$ cat config.mk
export PLATFORM = sky130hd
export DESIGN_NAME = led_source_scheduler
export DESIGN_NICKNAME = d
export VERILOG_FILES = /design/src/rtl/led_pkg.sv /design/src/rtl/button_debouncer.sv /design/src/rtl/led_source_scheduler.sv
export SDC_FILE = /design/constraint.sdc
export NUM_CORES = 1
export LEC_CHECK = 0
export CORE_ASPECT_RATIO = 1.5
export CORE_MARGIN = 2
export CORE_UTILIZATION = 53
export CTS_CLUSTER_SIZE = 14
export DETAILED_ROUTE_END_ITERATION = 7
export PLACE_DENSITY_LB_ADDON = 0.25
export SYNTH_ARGS = -nofsm -noshare
export SYNTH_HDL_FRONTEND = slang
export SYNTH_HIERARCHICAL = 1
export SYNTH_SLANG_ARGS = --single-unit
$ cat constraint.sdc
create_clock -name clk -period 3.1 [get_ports clk]
set_input_delay 0.62 -clock clk [delete_from_list [all_inputs] [get_ports clk]]
set_output_delay 0.62 -clock clk [all_outputs]
set_load 0.01 [all_outputs]
$ cat src/rtl/led_pkg.sv
// Shared LED-bank definitions: widths, scheduler states and the
// round-robin source picker used by the LED and display schedulers.
package led_pkg;

  localparam int LED_W = 8;

  typedef enum logic [1:0] {
    NONE  = 2'd0,
    SHOW  = 2'd1,
    XFADE = 2'd2
  } sched_state_t;

  // First set mask bit after cur, wrapping; returns cur if no other is set.
  function automatic logic [2:0] next_enabled(
    input logic [2:0] cur,
    input logic [7:0] mask
  );
    logic [2:0] idx;
    logic [2:0] res;
    res = cur;
    for (int k = 7; k >= 1; k--) begin
      idx = cur + 3'(k);
      if (mask[idx]) res = idx;
    end
    return res;
  endfunction

endpackage

$ cat src/rtl/button_debouncer.sv
// Two-flop synchronizer plus stability counter for a raw button or
// switch; emits the debounced level and a one-cycle rising-edge pulse.
module button_debouncer #(
  parameter int DEBOUNCE_W = 16
) (
  input  logic clk,
  input  logic rst_n,
  input  logic raw,
  output logic level,
  output logic rise_pulse
);

  logic                  s1_q;
  logic                  s2_q;
  logic [DEBOUNCE_W-1:0] cnt_q;

  always_ff @(posedge clk or negedge rst_n) begin
    if (!rst_n) begin
      s1_q       <= 1'b0;
      s2_q       <= 1'b0;
      cnt_q      <= '0;
      level      <= 1'b0;
      rise_pulse <= 1'b0;
    end else begin
      s1_q       <= raw;
      s2_q       <= s1_q;
      rise_pulse <= 1'b0;
      if (s2_q == level) begin
        cnt_q <= '0;
      end else if (&cnt_q) begin
        level      <= s2_q;
        rise_pulse <= s2_q;
        cnt_q      <= '0;
      end else begin
        cnt_q <= cnt_q + 1'b1;
      end
    end
  end

endmodule

$ cat src/rtl/led_source_scheduler.sv
// Round-robin scheduler of pattern sources onto the LED bank with
// dwell/button advance and a carry-out PWM crossfade between sources.
module led_source_scheduler
  import led_pkg::*;
#(
  parameter  int NUM_SRC       = 4,
  parameter  int DWELL_W       = 27,
  parameter  int FADE_BITS     = 8,
  parameter  int FADE_PRESCALE = 16,
  parameter  int DEBOUNCE_W    = 16,
  localparam int SEL_W         = $clog2(NUM_SRC)
) (
  input  logic                     clk,
  input  logic                     rst_n,
  input  logic [NUM_SRC*LED_W-1:0] src_data,
  input  logic [NUM_SRC-1:0]       src_enable,
  input  logic                     auto_mode,
  input  logic                     advance_btn,
  output logic [LED_W-1:0]         leds,
  output logic [SEL_W-1:0]         active_src,
  output logic                     fading
);

  sched_state_t         state_q, state_d;
  logic [SEL_W-1:0]     cur_q, cur_d;
  logic [SEL_W-1:0]     nxt_q, nxt_d;
  logic [SEL_W-1:0]     cand;
  logic [DWELL_W-1:0]   dwell_q, dwell_d;
  logic [FADE_BITS-1:0] ramp_q, ramp_d;
  logic [FADE_BITS:0]   acc_q, acc_d;
  logic [LED_W-1:0]     leds_q, leds_d;
  logic [7:0]           mask8;
  logic                 tick;
  logic                 btn_level;
  logic                 btn_rise;
  logic                 trig;
  logic [LED_W-1:0]     src [NUM_SRC];

  for (genvar i = 0; i < NUM_SRC; i++) begin : g_src
    assign src[i] = src_data[i*LED_W +: LED_W];
  end

  button_debouncer #(
    .DEBOUNCE_W (DEBOUNCE_W)
  ) u_btn (
    .clk        (clk),
    .rst_n      (rst_n),
    .raw        (advance_btn),
    .level      (btn_level),
    .rise_pulse (btn_rise)
  );

  // Ramp step strobe; the prescaler only runs while fading.
  if (FADE_PRESCALE == 0) begin : g_nopre
    assign tick = 1'b1;
  end else begin : g_pre
    logic [FADE_PRESCALE-1:0] pre_q;
    always_ff @(posedge clk or negedge rst_n) begin
      if (!rst_n) pre_q <= '0;
      else if (state_q == XFADE) pre_q <= pre_q + 1'b1;
      else pre_q <= '0;
    end
    assign tick = &pre_q;
  end

  assign mask8 = 8'(src_enable);
  assign cand  = SEL_W'(next_enabled(3'(cur_q), mask8));
  assign trig  = (auto_mode && (&dwell_q)) || btn_rise;

  always_comb begin
    state_d = state_q;
    cur_d   = cur_q;
    nxt_d   = nxt_q;
    dwell_d = '0;
    ramp_d  = ramp_q;
    acc_d   = acc_q;
    leds_d  = leds_q;
    unique case (state_q)
      NONE: begin
        leds_d = '0;
        if (|src_enable) begin
          cur_d   = SEL_W'(next_enabled(3'd7, mask8));
          state_d = SHOW;
        end
      end
      SHOW: begin
        leds_d = src[cur_q];
        if (!src_enable[cur_q]) begin
          if (src_enable[cand]) begin
            nxt_d   = cand;
            ramp_d  = '0;
            acc_d   = '0;
            state_d = XFADE;
          end else begin
            leds_d  = '0;
            state_d = NONE;
          end
        end else if (trig) begin
          if (cand != cur_q) begin
            nxt_d   = cand;
            ramp_d  = '0;
            acc_d   = '0;
            state_d = XFADE;
          end
        end else if (auto_mode) begin
          dwell_d = dwell_q + 1'b1;
        end
      end
      XFADE: begin
        leds_d = acc_q[FADE_BITS] ? src[nxt_q] : src[cur_q];
        acc_d  = {1'b0, acc_q[FADE_BITS-1:0]} + {1'b0, ramp_q};
        if (!src_enable[nxt_q]) begin
          ramp_d = '0;
          acc_d  = '0;
          if (src_enable[cur_q]) begin
            state_d = SHOW;
          end else begin
            leds_d  = '0;
            state_d = NONE;
          end
        end else if (tick) begin
          if (&ramp_q) begin
            cur_d   = nxt_q;
            ramp_d  = '0;
            acc_d   = '0;
            state_d = SHOW;
          end else begin
            ramp_d = ramp_q + 1'b1;
          end
        end
      end
      default: begin
        leds_d  = '0;
        state_d = NONE;
      end
    endcase
  end

  always_ff @(posedge clk or negedge rst_n) begin
    if (!rst_n) begin
      state_q <= NONE;
      cur_q   <= '0;
      nxt_q   <= '0;
      dwell_q <= '0;
      ramp_q  <= '0;
      acc_q   <= '0;
      leds_q  <= '0;
    end else begin
      state_q <= state_d;
      cur_q   <= cur_d;
      nxt_q   <= nxt_d;
      dwell_q <= dwell_d;
      ramp_q  <= ramp_d;
      acc_q   <= acc_d;
      leds_q  <= leds_d;
    end
  end

  assign leds       = leds_q;
  assign fading     = (state_q == XFADE);
  assign active_src = (state_q == XFADE) ? nxt_q : cur_q;

endmodule

---- After elaboration in Yosys (flattened, before gate mapping) ----
Cells that the tools add are included.
storage, ports and cells
  bits in registers ....................... 94
  input port bits ......................... 40
  output and inout bits ................... 11
  logic and storage cells ................. 159
operators by class
  $add $sub $neg .......................... 12
  magnitude comparators ................... 12
  equality and inequality tests ........... 15
  mux-type cells .......................... 87
  bitwise logic cells ..................... 3
  reduce and logical (&&, ||, !) cells .... 17
operator list
  kind                                                                   count
  8-bit two-way mux                                                      16
  27-bit two-way mux                                                     4
  9-bit two-way mux                                                      7
  2-bit two-way mux                                                      27
  16-bit two-way mux                                                     3
  16-bit by 1-bit adder with 16-bit output (second input constant)       2
  8-bit binary-select mux with 2-bit select                              2
  8-bit one-hot mux with 2 select lines                                  2
  16-bit AND reduction                                                   2
  3-bit by 4-bit < comparator with 1-bit output (second input constant)  7
  27-bit by 1-bit adder with 27-bit output (second input constant)       1
  27-bit AND reduction                                                   1
  1-bit binary-select mux with 3-bit select                              7
  9-bit one-hot mux with 2 select lines                                  1
  17-bit AND reduction                                                   1
  5-bit AND reduction                                                    3
  1-bit two-way mux                                                      13
  2-bit by 3-bit adder with 3-bit output (second input constant)         4
  3-bit != test (second input constant)                                  4
  8-bit by 8-bit adder with 9-bit output                                 1
  2-bit by 3-bit < comparator with 1-bit output (second input constant)  3
  8-bit by 1-bit adder with 8-bit output (second input constant)         1
  4-bit AND reduction                                                    2
  8-bit AND reduction                                                    1
  other kinds (20)                                                       31

---- Depth between registers and ports, before layout ----
  word-level depth ........................ 15
  gate-level depth with buffers ........... 15

---- By module ----
Netlist, hierarchy kept.
modules (own cells, without submodules)
  module                instances  cells an instance  area an instance (µm²)  sequential area each (µm²)
  led_source_scheduler  1          492                4,790.8                 1,851.8
  button_debouncer      1          87                 929.6                   500.5

---- Worst setup path before layout ----
OpenSTA, ideal clock, no wires.
  kind .................................... register to register
  from .................................... register cur_q[0]
  to ...................................... register ramp_q[7]
  setup time .............................. 0.119 ns
  arrival ................................. 3.222 ns
  data required time ...................... 2.981 ns
  setup slack ............................. -0.241 ns
  stages on the path, launching flop included .. 15
  buffers on the path ..................... 4
  cells stage by stage .................... dfrtp_1 buf_6 buf_2 inv_1 ha_1 mux4_2 o32ai_2 a211oi_1 or4_1 a2bb2oi_1 a31o_1 buf_6 buf_6 mux2i_1 nand2_1
between the ends
  word-level cells in the longest chain between the ends .. 14
RTL lines
  what                                       RTL line                     text
  start, declared                            led_source_scheduler.sv:25   logic [SEL_W-1:0] cur_q, cur_d;
  start signal, assigned                     led_source_scheduler.sv:150  cur_q <= cur_d;
  2-bit by 3-bit adder with 3-bit output     led_pkg.sv:22                idx = cur + 3'(k);
  1-bit binary-select mux with 3-bit select  led_pkg.sv:23                if (mask[idx]) res = idx;
  1-bit two-way mux (not written as such)    led_pkg.sv:23
  2-bit two-way mux (7 in series)            led_pkg.sv:23
  1-bit binary-select mux with 2-bit select  led_source_scheduler.sv:89   if (src_enable[cand]) begin
  1-bit two-way mux (not written as such)    led_source_scheduler.sv:89
  3-bit != test (no line)                    n/a
  5-bit AND reduction (no line)              n/a
  end signal, assigned                       led_source_scheduler.sv:153  ramp_q <= ramp_d;
  end, declared                              led_source_scheduler.sv:29   logic [FADE_BITS-1:0] ramp_q, ramp_d;
Several ways; a longest one is shown, not always the timed one. The select of a mux whose other input is x is not followed.
A chain may end at the register's enable or synchronous reset.

---- Worst setup path after layout ----
  from .................................... register cur_q[1]
  to ...................................... register acc_q[4]
between the ends
  word-level cells in the longest chain between the ends .. 14
RTL lines
  what                                       RTL line                     text
  2-bit by 3-bit adder with 3-bit output     led_pkg.sv:22
  1-bit binary-select mux with 3-bit select  led_pkg.sv:23
  1-bit two-way mux (not written as such)    led_pkg.sv:23
  2-bit two-way mux (7 in series)            led_pkg.sv:23
  1-bit binary-select mux with 2-bit select  led_source_scheduler.sv:89
  1-bit two-way mux (not written as such)    led_source_scheduler.sv:89
  3-bit != test (no line)                    n/a
  4-bit AND reduction (no line)              n/a
  end signal, assigned                       led_source_scheduler.sv:146  acc_q <= '0;
  end signal, assigned                       led_source_scheduler.sv:154  acc_q <= acc_d;
  end, declared                              led_source_scheduler.sv:30   logic [FADE_BITS:0] acc_q, acc_d;
Several ways; a longest one is shown, not always the timed one. The select of a mux whose other input is x is not followed.

==> flow_summary.toml <==
[run_status]
outcome = "finished, final reports clean"

[timing]
fin_skew_ns = 0.0103
layout_worst_path_cycle_share = 0.985
setup-tns-final_ns = 0
period_minus_slack_ns = 3.05
final_hold_viol_count = 0
worstMarginPinSlew_ns = 0.633
rsz0062_at_grt = "true"
max_freq_mhz = 328
setup_slack_ns = 0.0469
final-setup-viol-count = 0
maxSlewViolCount = 0
timing.slew.headroom = 0.578

[finish]
final_design_area_no_fill_sq_mm = 0.00696
final_util = 0.660
share_of_post_route_cells_with_drive_strength_above_1 = 0.148
layout.cells.non_filler = 805
flow.area_growth_from_synthesis_pct = 21.6
num-fill-cells = 844
insertedDiodeCount = 0
fin_nets = 715

[synth]
combined_area_of_all_synthesized_cells_sq_mm = 0.00572
mappedNetlistNets = 638
synth_cell_types = 58
netlist_instances = 579
cell_accounting_for_the_most_synthesized_area = "sky130_fd_sc_hd__dfrtp_1"
synth.top_cell.area_share = 0.411
yosys-top-cells-area = "sky130_fd_sc_hd__dfrtp_1 41%, sky130_fd_sc_hd__mux4_2 7.5%, sky130_fd_sc_hd__xor2_1 4.6%, sky130_fd_sc_hd__xnor2_1 4.3%, sky130_fd_sc_hd__nor2_1 4.1%"
post_synth.cell_area_avg_sq_um = 9.88
synth.yosys.warnings = 6
asyncSetResetFlopFracSynth = 1.00
synth_edf_count = 0
synth.ff_latch_count = 94
synth_top_flop_cell = "sky130_fd_sc_hd__dfrtp_1"
yosysSeqAreaShare = 0.411

[power_and_ir_drop]
worst_ir_drop_vdd_uv = 669
combPwrFrac = 0.464
clkPwrFrac = 0.228
power_per_cell_area_mw_per_mm2 = 667
sw_frac_of_total = 0.349
p_int_uw = 3020
power_frac_seq = 0.308
static_leak_uw = 0.00306
sw_power_uw = 1620

[global_routing]
maximum_number_of_pins_on_one_net_before_global_route_repair = 50
grt_pass1_vias = 4481
grt_overflow = 0
grt_pass1_wl_um = 20600
grt_use_total = 0.222
grt_antenna_before_repair = 0

[setup_path]
setup.worst_path.end_class = "flip-flop"
crit_chain = "inv_2, ha_4, mux4_2, o32ai_4, a211oi_2, or4_1, a2bb2oi_2, a31o_1, buf_12, mux2_1"
worst-path-buf-inv = 2
crit_path_max_delay_cell_type = "sky130_fd_sc_hd__mux4_2"
crit_family = "multiplexers"
critical_path.max_fanout = 21
worst_ep_arrival_ns = 3.28
crit_path_max_incr_delay_ns = 0.54
critPathRequiredTime_ns = 3.32
critPathKind = "flip-flop to flip-flop"
critPathLaunchType = "flip-flop"

[floorplanning]
area_of_the_placeable_core_sq_mm = 0.0105
fp.dieH_um = 131
site_row_count = 46
die_width_um = 88.8
design.portCount = 51
die_ar_sq_mm = 0.0117
initial_utilization = 0.543

[drt]
dr_total_vias = 4521
drc_errors = 0
avgRoutedWirePerCell_um = 15.5
final_antenna_net_count = 0
route.detailed.vias_per_inst = 5.62
drt_wl_total_um = 12500
drt-initial-drc-count = 167
drt_first_pass_iters = 4

[clock_tree]
htreeDepth = 3
cts_root_buf = "sky130_fd_sc_hd__clkbuf_16"
worst_setup_hold_path_clk_slew_ns = 0.07
cts_num_sinks = 94
clk_latency_ns = 0.35
clock_tree.buffer_depth = 2
cts_buffers = 9
tritoncts = "yes"

[place]
placed_cells = 789
dp_slack_ns = -0.390
place.detailed.hpwl_um = 9200
routabilityCongestion = 0.885
placed_area_sq_mm = 0.00662
buffer_ports.inserted = 50

[flow_run]
max_cap_violations = 0

[min_path]
min_path_type = "input port to async pin"
## power by group through the flow
stage          combinational, uW  sequential, uW  clock, uW
2_1_floorplan               1360            1420          0
3_3_place_gp                2050            1440          0
3_5_place_dp                2080            1440          0
4_1_cts                     2100            1420       1080
5_1_grt                     2340            1440       1140
6_report                    2150            1430       1060
## worst reg2reg max path: cells and delay by family (launching register included)
kind | cells | cell delay (ns)
fa+ha+maj | 1 | 0.27
simple gates | 1 | 0.43
buf+inv | 2 | 0.23
compound gates | 4 | 0.75
mux | 2 | 0.85
flops | 1 | 0.40
## cell usage in the layout, fill, tap and decap left out, types with 3 or more instances in the layout
cell type | Yosys | layout
sky130_fd_sc_hd__a21o_1 | 6 | 6
sky130_fd_sc_hd__a21oi_1 | 13 | 13
sky130_fd_sc_hd__and2_1 | 16 | 16
sky130_fd_sc_hd__and3_1 | 10 | 10
sky130_fd_sc_hd__and4_1 | 6 | 6
sky130_fd_sc_hd__buf_12 | 0 | 3
sky130_fd_sc_hd__buf_4 | 1 | 35
sky130_fd_sc_hd__clkbuf_16 | 0 | 9
sky130_fd_sc_hd__clkdlybuf4s50_1 | 0 | 45
sky130_fd_sc_hd__dfrtp_1 | 94 | 93
sky130_fd_sc_hd__ha_1 | 18 | 16
sky130_fd_sc_hd__inv_1 | 36 | 34
sky130_fd_sc_hd__mux2_2 | 7 | 7
sky130_fd_sc_hd__mux2i_1 | 6 | 6
sky130_fd_sc_hd__mux4_2 | 19 | 19
sky130_fd_sc_hd__nand2_1 | 41 | 40
sky130_fd_sc_hd__nand2b_1 | 6 | 6
sky130_fd_sc_hd__nand3_1 | 38 | 38
sky130_fd_sc_hd__nand4_1 | 15 | 15
sky130_fd_sc_hd__nor2_1 | 63 | 63
sky130_fd_sc_hd__nor2b_1 | 10 | 9
sky130_fd_sc_hd__nor3_1 | 9 | 9
sky130_fd_sc_hd__nor4_1 | 7 | 7
sky130_fd_sc_hd__nor4b_1 | 3 | 3
sky130_fd_sc_hd__o21a_1 | 5 | 5
sky130_fd_sc_hd__o21ai_0 | 19 | 15
sky130_fd_sc_hd__o21ai_1 | 0 | 4
sky130_fd_sc_hd__o22ai_1 | 9 | 9
sky130_fd_sc_hd__o31ai_1 | 3 | 3
sky130_fd_sc_hd__or3_1 | 3 | 3
sky130_fd_sc_hd__xnor2_1 | 28 | 28
sky130_fd_sc_hd__xor2_1 | 30 | 30
## Yosys cell counts, drive strengths merged (2+ instances only)
master,instances
mux4,19
nand2,41
o2bb2ai,2
nor4b,3
or4,2
a211oi,3
nand2b,6
buf,11
o21bai,2
xnor2,28
a21oi,13
nor2b,10
o31ai,3
dfrtp,94
and4,6
or3,4
o22ai,9
clkbuf,12
a41oi,2
nor2,63
mux2,10
o21a,5
nand4,15
nor4,7
a311oi,3
o21ai,19
xor2,30
and3,10
and2,16
inv,36
a21o,6
mux2i,6
nand3,39
a22o,2
ha,18
nor3,11
## state kept, by name (all words and copies together) (netlist names)
register,count
acc_q,9
cur_q,2
dwell_q,27
g_pre.pre_q,16
leds,8
nxt_q,2
ramp_q,8
state_q,2
u_btn/cnt_q,16
u_btn/level,1
u_btn/rise_pulse,1
u_btn/s1_q,1
u_btn/s2_q,1
## stage by stage
stage	hold slack [ns]	total power (uW)
after CTS	0.327	4600
after global placement	0.339	3490
after global routing	0.350	4920
after floorplan	0.324	2780
final	0.300	4640
after detailed placement	0.346	3530
## area by class of cell
cell class	instances	area, sq um	area share
Sequential cell	94	2350	0.338
Inverter	36	138	0.0198
Multi-Input combinational cell	426	3160	0.454
Clock inverter	3	26.3	0.00378
Timing Repair Buffer	89	838	0.121
Clock buffer	13	260	0.0374
Tap cell	144	180	0.0259
## path summary, 6_finish.rpt
path                       depth (start not counted)        from          to  slack, ns
max                                               10    cur_q[1]    acc_q[4]       0.05
min                                                1       rst_n   ramp_q[5]       0.30
max reg2reg                                       10    cur_q[1]    acc_q[4]       0.05
min reg2reg                                        0  u_btn/s1_q  u_btn/s2_q       0.36
max in group asynchronous                          2       rst_n  dwell_q[6]       2.13
min in group clk                                   0  u_btn/s1_q  u_btn/s2_q       0.36
## layer usage
metal	global-route usage	wire length, um	vias up
li1	-	-	2202
met1	0.270	5230	2228
met2	0.386	6680	80
met3	0.0509	398	11
met4	0.0623	138	0
met5	0	0	-
## cells by family (layout without fill, tap and decap cells)
kind of cell    after synthesis  in the layout  share of synthesized area
xor+xnor                     58             58                     0.0888
mux                          35             35                      0.105
fa+ha+maj                    19             19                     0.0429
flops                        94             94                      0.411
buf+inv                      59            141                     0.0466
simple gates                235            235                      0.209
compound gates               79             79                     0.0965
## timing repair
| item | CTS | global route |
|---|---|---|
| setup endpoints to repair | 4 | 22 |
| setup buffers | 0 | 0 |
| pin swaps | 0 | 0 |
| endpoints found under the hold margin | 0 | 0 |
| gates resized for setup | 3 | 17 |
| hold buffers | 0 | 0 |
Note: power is estimated with default switching activity, not from simulation.
